--- src/rtl/fm_tune_ctrl.sv ---
`timescale 1ns/1ps
// -----------------------------------------------------------------------------
// fm_tune_ctrl
//
// Station-tuning sequencer for the FM transmitter (25 MHz domain).
// Raw up/down buttons are synchronized and debounced. Each accepted press
// requests a one-channel step. Every retune runs the same sequence so the
// channel change is never audible:
//   fade PCM out -> step the carrier word -> hold muted while the synth
//   settles -> fade PCM back in.
//
// Optional feature (macro FM_TUNE_AUTOREPEAT_EN):
//   When defined, a held button auto-repeats. The first repeat comes after
//   REPEAT_DELAY cycles, and further repeats follow every REPEAT_CYCLES.
//   When undefined, the design makes one step per press and the repeat
//   logic is not built.
//
// Ports:
//   clk_25m   in   1          system clock, 25 MHz
//   reset_n   in   1          asynchronous active-low reset
//   btn_up    in   1          raw asynchronous button, one channel up
//   btn_down  in   1          raw asynchronous button, one channel down
//   pcm_in    in   16 signed  composite audio from the RDS mixer
//   pcm_out   out  16 signed  gain-scaled PCM to the FM generator (registered)
//   cw_freq   out  32         carrier frequency in Hz
//   chan      out  8          current channel index
//   busy      out  1          high while a retune sequence is in progress
// -----------------------------------------------------------------------------
module fm_tune_ctrl #(
    parameter int DEBOUNCE_CYCLES = 250000,
    parameter int FREQ_MIN        = 87500000,
    parameter int FREQ_STEP       = 100000,
    parameter int CHAN_MAX        = 206,
    parameter int CHAN_INIT       = 206,
    parameter int RAMP_CYCLES     = 1562,
    parameter int SETTLE_CYCLES   = 25000
) (
    input  logic               clk_25m,
    input  logic               reset_n,
    input  logic               btn_up,
    input  logic               btn_down,
    input  logic signed [15:0] pcm_in,
    output logic signed [15:0] pcm_out,
    output logic        [31:0] cw_freq,
    output logic        [7:0]  chan,
    output logic               busy
);

    localparam int DEB_W    = $clog2(DEBOUNCE_CYCLES + 1);
    localparam int RAMP_W   = $clog2(RAMP_CYCLES + 1);
    localparam int SETTLE_W = $clog2(SETTLE_CYCLES + 1);

    localparam logic [31:0]       FREQ_LO   = 32'(FREQ_MIN);
    localparam logic [31:0]       FREQ_HI   = 32'(FREQ_MIN + CHAN_MAX * FREQ_STEP);
    localparam logic [31:0]       FREQ_INIT = 32'(FREQ_MIN + CHAN_INIT * FREQ_STEP);
    localparam logic [31:0]       FREQ_INC  = 32'(FREQ_STEP);
    localparam logic [7:0]        CHAN_TOP  = 8'(CHAN_MAX);
    localparam logic [7:0]        CHAN_RST  = 8'(CHAN_INIT);
    localparam logic [DEB_W-1:0]  DEB_LAST  = DEB_W'(DEBOUNCE_CYCLES - 1);
    localparam logic [RAMP_W-1:0] RAMP_LAST = RAMP_W'(RAMP_CYCLES - 1);
    localparam logic [SETTLE_W-1:0] SETTLE_LAST = SETTLE_W'(SETTLE_CYCLES - 1);

    typedef enum logic [2:0] {
        ST_IDLE     = 3'd0,
        ST_FADE_OUT = 3'd1,
        ST_RETUNE   = 3'd2,
        ST_SETTLE   = 3'd3,
        ST_FADE_IN  = 3'd4
    } state_t;

    typedef enum logic [1:0] {
        DIR_NONE = 2'b00,
        DIR_UP   = 2'b01,
        DIR_DOWN = 2'b10
    } dir_t;

    // Button path: index 0 = up, index 1 = down
    logic [1:0]       w_btn_raw;
    logic [1:0]       r_sync1;
    logic [1:0]       r_sync2;
    logic [1:0]       r_stable;
    logic [1:0]       r_stable_d;
    logic [DEB_W-1:0] r_deb_cnt [2];
    logic [1:0]       w_edge;
    logic [1:0]       w_req;

    // Request latch and sequencer
    dir_t             r_pending;
    dir_t             w_new_dir;
    logic             w_new_valid;
    dir_t             r_dir;
    state_t           r_state;
    state_t           w_state_nxt;
    logic             w_start;
    logic             w_done;
    logic             w_ramp_tick;
    logic             w_settle_done;

    logic [4:0]          r_gain;
    logic [RAMP_W-1:0]   r_ramp_cnt;
    logic [SETTLE_W-1:0] r_settle_cnt;
    logic [7:0]          r_chan;
    logic [31:0]         r_freq;
    logic                r_busy;

    // Audio path
    logic signed [20:0] w_pcm_ext;
    logic signed [20:0] w_gain_ext;
    logic signed [20:0] w_prod;
    logic signed [15:0] r_pcm_out;

    assign w_btn_raw = {btn_down, btn_up};

    // Two-flop synchronizer for both raw buttons
    always_ff @(posedge clk_25m or negedge reset_n) begin
        if (!reset_n) begin
            r_sync1 <= 2'b00;
            r_sync2 <= 2'b00;
        end else begin
            r_sync1 <= w_btn_raw;
            r_sync2 <= r_sync1;
        end
    end

    // Debounce: count while the synchronized level disagrees with the
    // stable level; any agreement in between restarts the count.
    always_ff @(posedge clk_25m or negedge reset_n) begin
        if (!reset_n) begin
            r_stable   <= 2'b00;
            r_stable_d <= 2'b00;
            for (int i = 0; i < 2; i++) begin
                r_deb_cnt[i] <= '0;
            end
        end else begin
            r_stable_d <= r_stable;
            for (int i = 0; i < 2; i++) begin
                if (r_sync2[i] != r_stable[i]) begin
                    if (r_deb_cnt[i] == DEB_LAST) begin
                        r_stable[i]  <= r_sync2[i];
                        r_deb_cnt[i] <= '0;
                    end else begin
                        r_deb_cnt[i] <= r_deb_cnt[i] + 1'b1;
                    end
                end else begin
                    r_deb_cnt[i] <= '0;
                end
            end
        end
    end

    assign w_edge = r_stable & ~r_stable_d;

`ifdef FM_TUNE_AUTOREPEAT_EN
    localparam int REPEAT_DELAY  = 12500000;
    localparam int REPEAT_CYCLES = 2500000;
    localparam int REP_W         = $clog2(REPEAT_DELAY + 1);
    localparam logic [REP_W-1:0] REP_FIRST = REP_W'(REPEAT_DELAY - 1);
    localparam logic [REP_W-1:0] REP_NEXT  = REP_W'(REPEAT_CYCLES - 1);

    logic [REP_W-1:0] r_rep_cnt [2];
    logic [1:0]       r_rep_armed;
    logic [1:0]       r_rep_pulse;

    // Auto-repeat timer per button; release clears it so the next hold
    // starts with the long initial delay again.
    always_ff @(posedge clk_25m or negedge reset_n) begin
        if (!reset_n) begin
            r_rep_armed <= 2'b00;
            r_rep_pulse <= 2'b00;
            for (int i = 0; i < 2; i++) begin
                r_rep_cnt[i] <= '0;
            end
        end else begin
            for (int i = 0; i < 2; i++) begin
                if (!r_stable[i]) begin
                    r_rep_cnt[i]   <= '0;
                    r_rep_armed[i] <= 1'b0;
                    r_rep_pulse[i] <= 1'b0;
                end else if (!r_rep_armed[i] && (r_rep_cnt[i] == REP_FIRST)) begin
                    r_rep_cnt[i]   <= '0;
                    r_rep_armed[i] <= 1'b1;
                    r_rep_pulse[i] <= 1'b1;
                end else if (r_rep_armed[i] && (r_rep_cnt[i] == REP_NEXT)) begin
                    r_rep_cnt[i]   <= '0;
                    r_rep_pulse[i] <= 1'b1;
                end else begin
                    r_rep_cnt[i]   <= r_rep_cnt[i] + 1'b1;
                    r_rep_pulse[i] <= 1'b0;
                end
            end
        end
    end

    assign w_req = w_edge | r_rep_pulse;
`else
    assign w_req = w_edge;
`endif

    // Decode this cycle's press pulses; up+down together cancel out
    always_comb begin
        w_new_dir   = DIR_NONE;
        w_new_valid = 1'b0;
        case (w_req)
            2'b01: begin
                w_new_dir   = DIR_UP;
                w_new_valid = 1'b1;
            end
            2'b10: begin
                w_new_dir   = DIR_DOWN;
                w_new_valid = 1'b1;
            end
            default: begin
                w_new_dir   = DIR_NONE;
                w_new_valid = 1'b0;
            end
        endcase
    end

    assign w_ramp_tick   = (r_ramp_cnt == RAMP_LAST);
    assign w_settle_done = (r_settle_cnt == SETTLE_LAST);

    // Sequencer state register
    always_ff @(posedge clk_25m or negedge reset_n) begin
        if (!reset_n) begin
            r_state <= ST_IDLE;
        end else begin
            r_state <= w_state_nxt;
        end
    end

    // Sequencer next-state and control strobes
    always_comb begin
        w_state_nxt = r_state;
        w_start     = 1'b0;
        w_done      = 1'b0;
        case (r_state)
            ST_IDLE: begin
                if (r_pending != DIR_NONE) begin
                    w_start     = 1'b1;
                    w_state_nxt = ST_FADE_OUT;
                end else begin
                    w_state_nxt = ST_IDLE;
                end
            end
            ST_FADE_OUT: begin
                // leave on the step that takes gain from 1 to 0
                if (w_ramp_tick && (r_gain <= 5'd1)) begin
                    w_state_nxt = ST_RETUNE;
                end else begin
                    w_state_nxt = ST_FADE_OUT;
                end
            end
            ST_RETUNE: begin
                w_state_nxt = ST_SETTLE;
            end
            ST_SETTLE: begin
                if (w_settle_done) begin
                    w_state_nxt = ST_FADE_IN;
                end else begin
                    w_state_nxt = ST_SETTLE;
                end
            end
            ST_FADE_IN: begin
                if (w_ramp_tick && (r_gain >= 5'd15)) begin
                    w_done      = 1'b1;
                    w_state_nxt = ST_IDLE;
                end else begin
                    w_state_nxt = ST_FADE_IN;
                end
            end
            default: begin
                w_state_nxt = ST_IDLE;
            end
        endcase
    end

    // Request latch: a new press always wins, even in the cycle IDLE consumes
    always_ff @(posedge clk_25m or negedge reset_n) begin
        if (!reset_n) begin
            r_pending <= DIR_NONE;
            r_dir     <= DIR_NONE;
        end else begin
            if (w_new_valid) begin
                r_pending <= w_new_dir;
            end else if (w_start) begin
                r_pending <= DIR_NONE;
            end else begin
                r_pending <= r_pending;
            end
            if (w_start) begin
                r_dir <= r_pending;
            end else begin
                r_dir <= r_dir;
            end
        end
    end

    // Gain ramp, settle timer and busy flag
    always_ff @(posedge clk_25m or negedge reset_n) begin
        if (!reset_n) begin
            r_gain       <= 5'd16;
            r_ramp_cnt   <= '0;
            r_settle_cnt <= '0;
            r_busy       <= 1'b0;
        end else begin
            if ((r_state == ST_FADE_OUT) || (r_state == ST_FADE_IN)) begin
                if (w_ramp_tick) begin
                    r_ramp_cnt <= '0;
                    if (r_state == ST_FADE_OUT) begin
                        r_gain <= r_gain - 5'd1;
                    end else begin
                        r_gain <= r_gain + 5'd1;
                    end
                end else begin
                    r_ramp_cnt <= r_ramp_cnt + 1'b1;
                end
            end else begin
                r_ramp_cnt <= '0;
            end

            if ((r_state == ST_SETTLE) && !w_settle_done) begin
                r_settle_cnt <= r_settle_cnt + 1'b1;
            end else begin
                r_settle_cnt <= '0;
            end

            if (w_start) begin
                r_busy <= 1'b1;
            end else if (w_done) begin
                r_busy <= 1'b0;
            end else begin
                r_busy <= r_busy;
            end
        end
    end

    // Channel and carrier word: stepped by accumulation, reloaded on wrap
    always_ff @(posedge clk_25m or negedge reset_n) begin
        if (!reset_n) begin
            r_chan <= CHAN_RST;
            r_freq <= FREQ_INIT;
        end else if (r_state == ST_RETUNE) begin
            case (r_dir)
                DIR_UP: begin
                    if (r_chan >= CHAN_TOP) begin
                        r_chan <= 8'd0;
                        r_freq <= FREQ_LO;
                    end else begin
                        r_chan <= r_chan + 8'd1;
                        r_freq <= r_freq + FREQ_INC;
                    end
                end
                DIR_DOWN: begin
                    if (r_chan == 8'd0) begin
                        r_chan <= CHAN_TOP;
                        r_freq <= FREQ_HI;
                    end else begin
                        r_chan <= r_chan - 8'd1;
                        r_freq <= r_freq - FREQ_INC;
                    end
                end
                default: begin
                    r_chan <= r_chan;
                    r_freq <= r_freq;
                end
            endcase
        end else begin
            r_chan <= r_chan;
            r_freq <= r_freq;
        end
    end

    // 21 bits hold pcm_in * 16 exactly, so gain 16 is a true pass-through
    assign w_pcm_ext  = {{5{pcm_in[15]}}, pcm_in};
    assign w_gain_ext = $signed({16'd0, r_gain});
    assign w_prod     = w_pcm_ext * w_gain_ext;

    // Registered gain-scaled PCM output
    always_ff @(posedge clk_25m or negedge reset_n) begin
        if (!reset_n) begin
            r_pcm_out <= 16'sd0;
        end else begin
            r_pcm_out <= 16'(w_prod >>> 4);
        end
    end

    assign pcm_out = r_pcm_out;
    assign cw_freq = r_freq;
    assign chan    = r_chan;
    assign busy    = r_busy;

endmodule
--- config.mk ---
export PLATFORM = sky130hd
export DESIGN_NAME = fm_tune_ctrl
export DESIGN_NICKNAME = d
export VERILOG_FILES = /design/src/rtl/fm_tune_ctrl.sv
export SDC_FILE = /design/constraint.sdc
export NUM_CORES = 1
export LEC_CHECK = 0
export BUFFER_PORTS_ARGS = -buffer_cell sky130_fd_sc_hd__buf_4
export CAP_MARGIN = 10
export CORE_UTILIZATION = 30
export CTS_CLUSTER_SIZE = 14
export DETAILED_ROUTE_END_ITERATION = 10
export MAX_ROUTING_LAYER = met4
export PLACE_DENSITY = 0.56
export SLEW_MARGIN = 20
export SYNTH_ARGS = -nofsm -noshare
export SYNTH_HDL_FRONTEND = slang
export SYNTH_SLANG_ARGS = --single-unit
export TNS_END_PERCENT = 50
--- constraint.sdc ---
create_clock -name clk_25m -period 5.54 [get_ports clk_25m]
set_clock_uncertainty 0.15 [all_clocks]
set_input_delay 1.108 -clock clk_25m [delete_from_list [all_inputs] [get_ports clk_25m]]
set_output_delay 1.108 -clock clk_25m [all_outputs]
set_load 0.05 [all_outputs]
==> results of run 1 <==
==> cells by family after synthesis <==
kind of cell | count (synthesis)
AND/OR/NAND/NOR | 431
AO/OA/AOI/OAI | 220
buffers and inverters | 162
flip-flops | 134
adder cells (fa/ha/maj) | 97
XOR/XNOR | 81
multiplexers | 10
other | 1
==> through the flow <==
| stage | hold slack, ps | util, % | setup slack [ps] | cells |
|---|---|---|---|---|
| floorplan | 181 | - | 974 | 1140 |
| global placement | 182 | 33.4 | 569 | 1604 |
| detailed placement | 196 | 33.4 | 440 | 1604 |
| CTS | 209 | 35.2 | 806 | 1633 |
| global route | 214 | 35.2 | 515 | 1633 |
==> per-layer routing <==
layer / GRT usage [%]
met1: 20.0
met2: 24.4
met3: 2.94
met4: 3.70
met5: -
==> summary.md, run 1 <==
| Metric | Value |
|---|---|
| Simple-gate portion of the synthesized area | 22.1% |
| #FFs+latches synth | 134 |
| Cells after Synth | 1136 |
| Fail Step | detailed routing (5_2_route) |
| Post-CTS setup buffers | 0 |
| Post-synth top area share | 28.8% |
| First-pass GRT wire length | 41.0 mm |
| HPWL Detailed | 17.3 mm |
| Post-Synth XOR/XNOR Area | 7.09% |
| Dominant synthesized flop cell | dfrtp_1 |
| Adder-cell share of the synthesized area | 15.6% |
| PostCTS Resize Cnt | 0 |
| EDFF count, synth | 0 |
| Maximum number of pins on one net before global-route repair | 98 |
| CTS H-tree lvls | 4 |
| Root Driver | clkbuf_16 |
| Cell Rows | 66 |
| # hold bufs at CTS | 0 |
| Remaining global-route overflow | 0 |
| IO buf count | 71 |
| Post-synthesis compound-gate area fraction | 14.0% |
| Total CTS buffers | 17 |
| Clk buf depth | 2 |
| Mux cell area share after synthesis | 1.06% |
| GRT Total Usage | 15.3% |
| Avg Cell Area, Syn | 8.81 um2 |
| Synthesized cell area | 10000 um2 |
| Synth Warn # | 0 |
| Error message | [ERROR DRT-0255] Maze Route cannot find path of net clk_25m in worker of routeBox ( 144900 0 ) ( 184625 48300 ). |
| Initial antenna violation count | 0 |
| Area of placed instances | 10900 um2 |
| Synth unique cells | 69 |
| Asr flop ratio synth | 100% |
| Starting density of the core | 30.6% |
| Synth area leaders | dfrtp_1, fa_1, ha_1, dfstp_2, and2_1 |
| Leading cell type by number of instances after synthesis | dfrtp_1 |
| Status | stopped before the end |
| Die width | 185 um |
| Chip height | 185 um |
| Most frequent cells after synthesis | dfrtp_1, nor2_1, inv_1 |
| Sequential area share after synthesis | 33.8% |
| I/O pin count | 77 |
| Largest family of logic cells by synthesized area | simple AND/OR/NAND/NOR gates |
| Routability cong. | 0.879 |
| Vias in the first global route | 8113 |
| # clock sinks | 134 |
| Area leader, netlist | dfrtp_1 |
==> run 2, diff against run 1 <==
--- a/config.mk
+++ b/config.mk
@@ -7,11 +7,9 @@
 export LEC_CHECK = 0
 export BUFFER_PORTS_ARGS = -buffer_cell sky130_fd_sc_hd__buf_4
 export CAP_MARGIN = 10
-export CORE_UTILIZATION = 30
-export CTS_CLUSTER_SIZE = 14
+export CORE_UTILIZATION = 20
 export DETAILED_ROUTE_END_ITERATION = 10
-export MAX_ROUTING_LAYER = met4
-export PLACE_DENSITY = 0.56
+export PLACE_DENSITY_LB_ADDON = 0.15
 export SLEW_MARGIN = 20
 export SYNTH_ARGS = -nofsm -noshare
 export SYNTH_HDL_FRONTEND = slang
==> summary.md, run 2 <==
| Metric | Value |
|---|---|
| Remaining global-route overflow | 0 |
| Fin crit period | 4690 ps |
| Fin nets | 1302 |
| DRT Pass-1 Iters | 5 |
| CP Max Fanout | 22 |
| Flip-flop and latch area | 3380 um2 |
| Multi-input logic area | 6020 um2 |
| Most crowded layer after global routing | met2 |
| Hold path depth | 0 |
| # hold bufs at CTS | 0 |
| CTS tree | built |
| CP Launch Type | flop |
| Post-CTS setup buffers | 0 |
| Slew @ Worst Pin | 856 ps |
| GRT Total Usage | 11.3% |
| Final Max Slew Viols | 0 |
| WP data arrival | 4850 ps |
| Most common cell after layout, fill and taps aside | dfrtp_1 |
| Status | completed |
| Met3 Resource Use GR | 2.21% |
| WS Path Type | reg2reg |
| Avg Cell Area, Syn | 8.81 um2 |
| Sequential area share after synthesis | 33.8% |
| Leak Pwr | 5.22 nW |
| RR Endpoint | pcm_out[13]$_DFF_PN0_ |
| Max FFs per register | 36 |
| Hold slack | 197 ps |
| Worst reg-to-reg path cell count | 13 |
| Initial antenna violation count | 0 |
| CTS H-tree lvls | 4 |
| Cells after Synth | 1136 |
| Filler cells | 5381 |
| Area of placed instances | 11200 um2 |
| Max Freq | 213 MHz |
| DRC violations left | 0 |
| Worst VDD drop | 160 uV |
| EDFF count, synth | 0 |
| Routability cong. | 0.780 |
| WL per Instance | 14.8 um |
| IO buf count | 71 |
| HPWL Detailed | 20.0 mm |
| Fin util | 24.1% |
| M2 GR Usage | 18.0% |
| Crit path launch | r_gain[2]$_DFFE_PN0P_ |
| Worst r2r src | r_gain[2]$_DFFE_PN0P_ |
| Core Area | 49200 um2 |
| Leading cell type by number of instances after synthesis | dfrtp_1 |
| Synth area leaders | dfrtp_1, fa_1, ha_1, dfstp_2, and2_1 |
| Die area | 50900 um2 |
| Top reg by flops | r_deb_cnt |
| Most frequent cells after synthesis | dfrtp_1, nor2_1, inv_1 |
| Routed vias/inst | 4.36 |
| Worst EP required | 5700 ps |
| Crit. End Element | flop |
| Post-route ant nets | 0 |
| Starting density of the core | 20.4% |
| Worst Hold Path EP | r_sync2[0]$_DFF_PN0_ |
| Detailed Route WL | 27.5 mm |
| Power Density | 188 nW/um2 |
| Met1 global-route usage | 15.4% |
| Area leader, netlist | dfrtp_1 |
| PostCTS Resize Cnt | 0 |
| Asr flop ratio synth | 100% |
| Final Cycle Share | 84.6% |
| Chip height | 226 um |
| #FFs+latches synth | 134 |
| Layout cell share with drive strength beyond 1 | 12.8% |
| Synth unique cells | 69 |
| Synth Warn # | 0 |
| R2R setup slack | 850 ps |
| Max_slew headroom | 43.0% |
| Worst hold path type | reg2reg |
| Post-synth top area share | 28.8% |
| Setup_tns | 0 ps |
| Total CTS buffers | 17 |
| Skew-Pair Late Insertion Delay | 430 ps |
| Max-Cap Viols | 0 |
| Commonest non-fill, non-tap cells in the layout | dfrtp_1, nor2_1, inv_1 |
| Root Driver | clkbuf_16 |
| Die width | 226 um |
| Cell Rows | 81 |
| Synthesized cell area | 10000 um2 |
| Min-Delay Startpoint | r_sync1[0]$_DFF_PN0_ |
| Area delta synth->final | 18.4% |
| Clk slew on worst S/H paths | 70 ps |
| Maximum number of pins on one net before global-route repair | 67 |
| First-pass GRT wire length | 45.4 mm |
| # clock sinks | 134 |
| Clk buf depth | 2 |
| # setup viols final | 0 |
| Finished Cell Area | 11800 um2 |
| I/O pin count | 77 |
| RSZ-0062 raised after global routing | false |
| Dominant synthesized flop cell | dfrtp_1 |
| Ant. Diodes | 0 |
| First DRT Iteration DRCs | 425 |
| Vias after detailed routing | 8114 |
| Fin. Hold Viols | 0 |
| Vias in the first global route | 8165 |
run 2: cell counts after synthesis:
No cell type changed its count.
run 2: through the flow:
| step | power, mW | setup slack, ps | cells |
|---|---|---|---|
| 2_1_floorplan | 1.02 | 974 | 1140 |
| 4_1_cts | 2.28 | 817 | 1862 |
| 5_1_grt | 2.33 | 579 | 1862 |
| 3_3_place_gp | 1.06 | 587 | 1830 |
| 6_report | 2.23 | 854 | 1862 |
| 3_5_place_dp | 1.06 | 510 | 1830 |
run 2: cell type report:
cell class              instances  share of cell area (%)
clock buffers                  18                    3.71
clock inverters                14                    1.38
inverters                     106                    3.36
multi-input cells             844                    50.8
flip-flops and latches        134                    28.5
well taps                     664                    7.01
repair buffers                 82                    5.23
run 2: layer usage:
metal | vias up | part of all wire (%)
li1 | 3987 | -
met1 | 3965 | 49
met2 | 142 | 46
met3 | 20 | 3.8
met4 | 0 | 1.3
met5 | - | 0
run 2: worst max-delay path by stage:
| stage | end | cells past startpoint | slack, ps |
|---|---|---|---|
| 6_report | pcm_out[13]$_DFF_PN0_ | 13 | 850 |
| 5_1_grt | pcm_out[13]$_DFF_PN0_ | 13 | 580 |
| 4_1_cts | pcm_out[13]$_DFF_PN0_ | 13 | 820 |
| 3_5_place_dp | pcm_out[13]$_DFF_PN0_ | 14 | 510 |
| 3_3_place_gp | pcm_out[13]$_DFF_PN0_ | 14 | 590 |
| 2_1_floorplan | pcm_out[13]$_DFF_PN0_ | 13 | 970 |
run 2: cell families after synthesis:
kind of cell               after synthesis  synth area share [%]
and+or+nand+nor                        431                  22.1
AOI/OAI and AO/OA                      220                  14.0
buffers and inverters                  162                  6.36
DFF                                    134                  33.8
adders and majority gates               97                  15.6
xor gates and xnor gates                81                  7.09
muxes                                   10                  1.06
other                                    1                0.0375
run 2: critical path, cell delays in order (launching register included):
cell	delay, ps
dfrtp_1	880
and2_1	260
fa_1	410
ha_1	310
ha_1	270
nand4_1	130
or3_1	350
fa_1	400
nand2b_1	180
a21oi_1	240
o2111ai_1	210
a21boi_0	350
nor4_1	90
a311o_1	330
run 2: report_power, final:
part | internal (mW) | switching, mW | total [mW]
clock | 0.689 | 0.497 | 1.19
combinational | 0.0137 | 0.0421 | 0.0559
sequential | 0.984 | 0.00341 | 0.988
total | 1.69 | 0.543 | 2.23
No activity file was read; power rests on OpenSTA's default activity.
==> run 3, diff against run 2 <==
==> constraint.sdc (replaced) <==
create_clock -name clk_25m -period 3.8 [get_ports clk_25m]
set_clock_uncertainty 0.15 [all_clocks]
set_input_delay 0.76 -clock clk_25m [delete_from_list [all_inputs] [get_ports clk_25m]]
set_output_delay 0.76 -clock clk_25m [all_outputs]
set_load 0.05 [all_outputs]
==> summary.md, run 3 (same netlist as run 2, synthesis figures left out) <==
| Metric | Value |
|---|---|
| Core Area | 49200 um2 |
| Failing checks | setup timing |
| Fin nets | 1374 |
| WS Path Type | reg2reg |
| Total CTS buffers | 17 |
| Final Max Slew Viols | 0 |
| Internal power | 2.61 mW |
| Final Cycle Share | 105% |
| Worst VDD drop | 237 uV |
| Root Driver | clkbuf_16 |
| CP max stage delay | 530 ps |
| Skew-Pair Late Insertion Delay | 440 ps |
| Starting density of the core | 20.4% |
| Crit path launch | r_gain[0]$_DFFE_PN0P_ |
| Die width | 226 um |
| # clock sinks | 134 |
| # setup viols final | 7 |
| Fin util | 25.9% |
| Fin. Hold Viols | 0 |
| Routed vias/inst | 4.34 |
| Chip height | 226 um |
| Setup_tns | -953 ps |
| CP Max Fanout | 6 |
| Power Density | 265 nW/um2 |
| Max_slew headroom | 51.2% |
| Clk network pwr share | 54.5% |
| Die area | 50900 um2 |
| Most common cell after layout, fill and taps aside | buf_4 |
| Cell Rows | 81 |
| Vias after detailed routing | 8388 |
| I/O pin count | 77 |
| Crit path depth | 14 |
| Worst reg-to-reg path cell count | 14 |
| Initial antenna violation count | 0 |
| Clk slew on worst S/H paths | 60 ps |
| Commonest non-fill, non-tap cells in the layout | buf_4, dfrtp_1, nor2_1 |
| Register share of total power | 42.7% |
| RSZ-0062 raised after global routing | true |
| First DRT Iteration DRCs | 429 |
| Final worst slack | -207 ps |
| Ant. Diodes | 0 |
| Fin crit period | 4010 ps |
| Worst r2r src | r_gain[0]$_DFFE_PN0P_ |
| Worst EP required | 3980 ps |
| Status | finished, violations left |
| DRC violations left | 0 |
| R2R setup slack | -210 ps |
| Net Sw Power | 0.771 mW |
| Area of placed instances | 11900 um2 |
| HPWL Detailed | 20.1 mm |
| GRT Total Usage | 11.5% |
| Slew @ Worst Pin | 733 ps |
| Leak Pwr | 5.62 nW |
| CP Cell Sequence | buf_4 -> and2_1 -> fa_1 -> fa_1 -> inv_1 -> fa_1 -> inv_1 -> ha_1 -> and3_4 -> a31oi_1 -> buf_4 -> a21boi_2 -> buf_4 -> a311o_1 |
| Final Power | 3.38 mW |
| Post-route ant nets | 0 |
| Worst hold path type | in2async |
| Vias in the first global route | 8655 |
| # hold bufs at CTS | 0 |
| Detailed Route WL | 27.6 mm |
| DRT Pass-1 Iters | 5 |
| Delay-heaviest family, CP | adder cells |
| WL per Instance | 14.3 um |
| Max-Cap Viols | 0 |
| Finished Cell Area | 12800 um2 |
| Crit. End Element | flop |
| Layout cell share with drive strength beyond 1 | 20.9% |
| CTS H-tree lvls | 4 |
| Clk buf depth | 2 |
| Slowest stage cell, crit path | fa_1 |
| IO buf count | 71 |
| CTS tree | built |
| CP Buf/Inv Count | 5 |
| Max FFs per register | 36 |
| CP Launch Type | flop |
| WP data arrival | 4180 ps |
| RR Endpoint | pcm_out[13]$_DFF_PN0_ |
| Max Freq | 250 MHz |
| Remaining global-route overflow | 0 |
| Maximum number of pins on one net before global-route repair | 59 |
| First-pass GRT wire length | 46.1 mm |
| Top reg by flops | r_deb_cnt |
| Area delta synth->final | 27.5% |
| Hold slack | 110 ps |
| Combinational power share | 2.8% |
| Routability cong. | 0.815 |
| Sw Ratio | 22.8% |
-- run 3: cell count changes in the layout (fill, tap and decap cells not counted), moves of 4 or more --
cell / before / now
o21ai_0: 56 / 52
and2_1: 71 / 66
buf_12: 0 / 4
ha_4: 0 / 7
ha_1: 51 / 43
buf_4: 81 / 147
inv_2: 0 / 5
inv_1: 106 / 101
and2_4: 0 / 5
-- run 3: area by class of cell --
class,count,area (um2)
multi-input cells,844,6270
well taps,664,831
inverters,106,398
clock inverters,13,191
clock buffers,19,453
flip-flops and latches,134,3380
repair buffers,154,1230
fillers,5351,36400
-- run 3: worst max path at each step --
stage | end | slack (ps)
floorplan | pcm_out[13]$_DFF_PN0_ | -220
global placement | pcm_out[14]$_DFF_PN0_ | -740
detailed placement | pcm_out[13]$_DFF_PN0_ | -680
CTS | pcm_out[13]$_DFF_PN0_ | -210
global route | pcm_out[9]$_DFF_PN0_ | -320
finish | pcm_out[13]$_DFF_PN0_ | -210
-- run 3: power by group through the flow --
stage	Sequential, mW	Clock [mW]	Combinational [mW]
6_report	1.44	1.84	0.0944
5_1_grt	1.44	1.98	0.111
4_1_cts	1.44	1.93	0.0999
3_5_place_dp	1.47	0	0.0994
3_3_place_gp	1.47	0	0.0990
2_1_floorplan	1.46	0	0.0287
-- run 3: stage by stage --
stage	setup slack, ps	instances
after floorplan	-224	1140
after global placement	-735	1896
after detailed placement	-680	1896
after CTS	-207	1929
after global routing	-317	1934
final	-207	1934
-- run 3: what timing repair did --
item,CTS,global route
gates resized for setup,19,20
pin swaps,8,16
setup buffers,1,4
gates cloned,0,1
endpoints found under the setup margin,9,11
-- run 3: metal layers --
| layer | vias up | share of wire, % | track usage [%] |
|---|---|---|---|
| met4 | 0 | 2.3 | 4.13 |
| met2 | 145 | 46 | 18.5 |
| met3 | 41 | 3.4 | 2.38 |
| met1 | 4061 | 48 | 15.1 |
| li1 | 4141 | - | - |
| met5 | - | 0 | 0 |
==> run 4, diff against run 3 <==
--- a/config.mk
+++ b/config.mk
@@ -7,9 +7,12 @@
 export LEC_CHECK = 0
 export BUFFER_PORTS_ARGS = -buffer_cell sky130_fd_sc_hd__buf_4
 export CAP_MARGIN = 10
+export CELL_PAD_IN_SITES_DETAIL_PLACEMENT = 1
+export CELL_PAD_IN_SITES_GLOBAL_PLACEMENT = 1
 export CORE_UTILIZATION = 20
 export DETAILED_ROUTE_END_ITERATION = 10
 export PLACE_DENSITY_LB_ADDON = 0.15
+export SKIP_LAST_GASP = 1
 export SLEW_MARGIN = 20
 export SYNTH_ARGS = -nofsm -noshare
 export SYNTH_HDL_FRONTEND = slang
==> summary.md, run 4 (same netlist as run 2, synthesis figures left out) <==
| Metric | Value |
|---|---|
| Worst hold path type | reg2reg |
| Max-Cap Viols | 0 |
| GRT Total Usage | 12.9% |
| Setup_tns | -656 ps |
| DRC violations left | 0 |
| Worst r2r src | r_gain[2]$_DFFE_PN0P_ |
| Vias in the first global route | 9065 |
| IO buf count | 71 |
| Final Max Slew Viols | 0 |
| CTS H-tree lvls | 4 |
| Skew-Pair Late Insertion Delay | 470 ps |
| Fin. Hold Viols | 0 |
| Net Sw Power | 0.797 mW |
| Top reg by flops | r_deb_cnt |
| Hold slack | 197 ps |
| # setup viols final | 7 |
| Most common cell after layout, fill and taps aside | buf_4 |
| # hold bufs at CTS | 0 |
| Die width | 226 um |
| Max FFs per register | 36 |
| Fin crit period | 4010 ps |
| Total CTS buffers | 17 |
| # clock sinks | 134 |
| Max_slew headroom | 48.5% |
| RSZ-0062 raised after global routing | true |
| Crit. End Element | flop |
| Clk network pwr share | 53.7% |
| Chip height | 226 um |
| Internal power | 2.51 mW |
| Maximum number of pins on one net before global-route repair | 70 |
| CTS tree | built |
| Fin nets | 1370 |
| Starting density of the core | 20.4% |
| Detailed Route WL | 30.9 mm |
| Slew @ Worst Pin | 773 ps |
| Min-Delay Startpoint | r_sync1[1]$_DFF_PN0_ |
| Max Freq | 249 MHz |
| Clk slew on worst S/H paths | 70 ps |
| Core Area | 49200 um2 |
| First DRT Iteration DRCs | 326 |
| WP data arrival | 4230 ps |
| Ant. Diodes | 0 |
| Sw Ratio | 24.1% |
| Commonest non-fill, non-tap cells in the layout | buf_4, dfrtp_1, nor2_1 |
| Register share of total power | 43.5% |
| Worst EP required | 4020 ps |
| HPWL Detailed | 22.8 mm |
| Worst VDD drop | 240 uV |
| Leak Pwr | 5.58 nW |
| Clk buf depth | 2 |
| Filler cells | 5722 |
| Vias after detailed routing | 8493 |
| First-pass GRT wire length | 50.6 mm |
| Die area | 50900 um2 |
| Routability cong. | 0.753 |
| Cell Rows | 81 |
| I/O pin count | 77 |
| Power Density | 262 nW/um2 |
| CP Max Fanout | 15 |
| Remaining global-route overflow | 0 |
| CP Launch Type | flop |
| Hold path depth | 0 |
| DRT Pass-1 Iters | 7 |
| Initial antenna violation count | 0 |
| Worst reg-to-reg path cell count | 14 |
| Routed vias/inst | 4.40 |
| WS Path Type | reg2reg |
| Multi-input logic area | 6230 um2 |
| Root Driver | clkbuf_16 |
| Post-route ant nets | 0 |
| Combinational power share | 2.9% |
| WL per Instance | 16.0 um |
| Layout cell share with drive strength beyond 1 | 19.4% |
| Failing checks | setup timing |
| Crit path launch | r_gain[2]$_DFFE_PN0P_ |
| Area delta synth->final | 26.1% |
| Flip-flop and latch area | 3380 um2 |
| Status | finished, violations left |
| Final Cycle Share | 106% |
| Final worst slack | -213 ps |
run 4: power by group through the flow:
stage	registers (mW)	clock network (mW)	logic, mW
global route	1.44	1.91	0.109
floorplan	1.46	0	0.0287
finish	1.44	1.78	0.0945
CTS	1.44	1.87	0.100
global placement	1.47	0	0.0990
detailed placement	1.47	0	0.0999
run 4: final timing paths:
| check | end | slack (ps) |
|---|---|---|
| min reg2reg | r_sync2[1]$_DFF_PN0_ | 200 |
| max in group asynchronous | chan[7]$_DFFE_PN1P_ | 2490 |
| max reg2reg | pcm_out[13]$_DFF_PN0_ | -210 |
| min in group asynchronous | pcm_out[1]$_DFF_PN0_ | 210 |
| min | r_sync2[1]$_DFF_PN0_ | 200 |
| max | pcm_out[13]$_DFF_PN0_ | -210 |
run 4: per-stage QoR:
stage          cells  setup WS (ps)  power (mW)  util [%]  cell area, um2
3_5_place_dp    1893           -725        1.57      24.1           11900
2_1_floorplan   1140           -224        1.49         -           10100
5_1_grt         1930           -359        3.46      25.7           12600
6_report        1930           -213        3.31      25.7           12600
3_3_place_gp    1893           -645        1.56      24.1           11900
4_1_cts         1930           -219        3.41      25.6           12600
run 4: routing by layer:
layer	track usage (%)	part of all wire [%]	wire length, um	vias to the layer above
li1	-	-	-	4126
met1	17.1	48	14800	4233
met2	20.9	47	14700	112
met3	2.80	3.4	1050	22
met4	4.02	1.4	423	0
met5	0	0	0	-
run 4: timing repair:
action / in CTS / in global routing
gates cloned: 0 / 0
endpoints found under the setup margin: 11 / 12
pin swaps: 9 / 4
setup buffers: 5 / 0
gates resized for setup: 15 / 9
run 4: worst max-delay path, cell delays in order, from the launching register on:
cell	delay (ps)
dfrtp_1	410
buf_12	160
and2_1	160
fa_1	490
ha_1	310
ha_1	270
nand4_1	120
or3_4	350
fa_2	350
nand2b_4	170
a21oi_4	190
o2111ai_4	160
a21boi_2	230
nor4_1	80
a311o_1	310
run 4: cell type report:
type | instances | area share (%)
well taps | 664 | 6.58
multi-input cells | 844 | 49.4
flip-flops and latches | 134 | 26.8
clock buffers | 21 | 3.57
inverters | 106 | 3.15
clock inverters | 11 | 1.20
repair buffers | 150 | 9.35
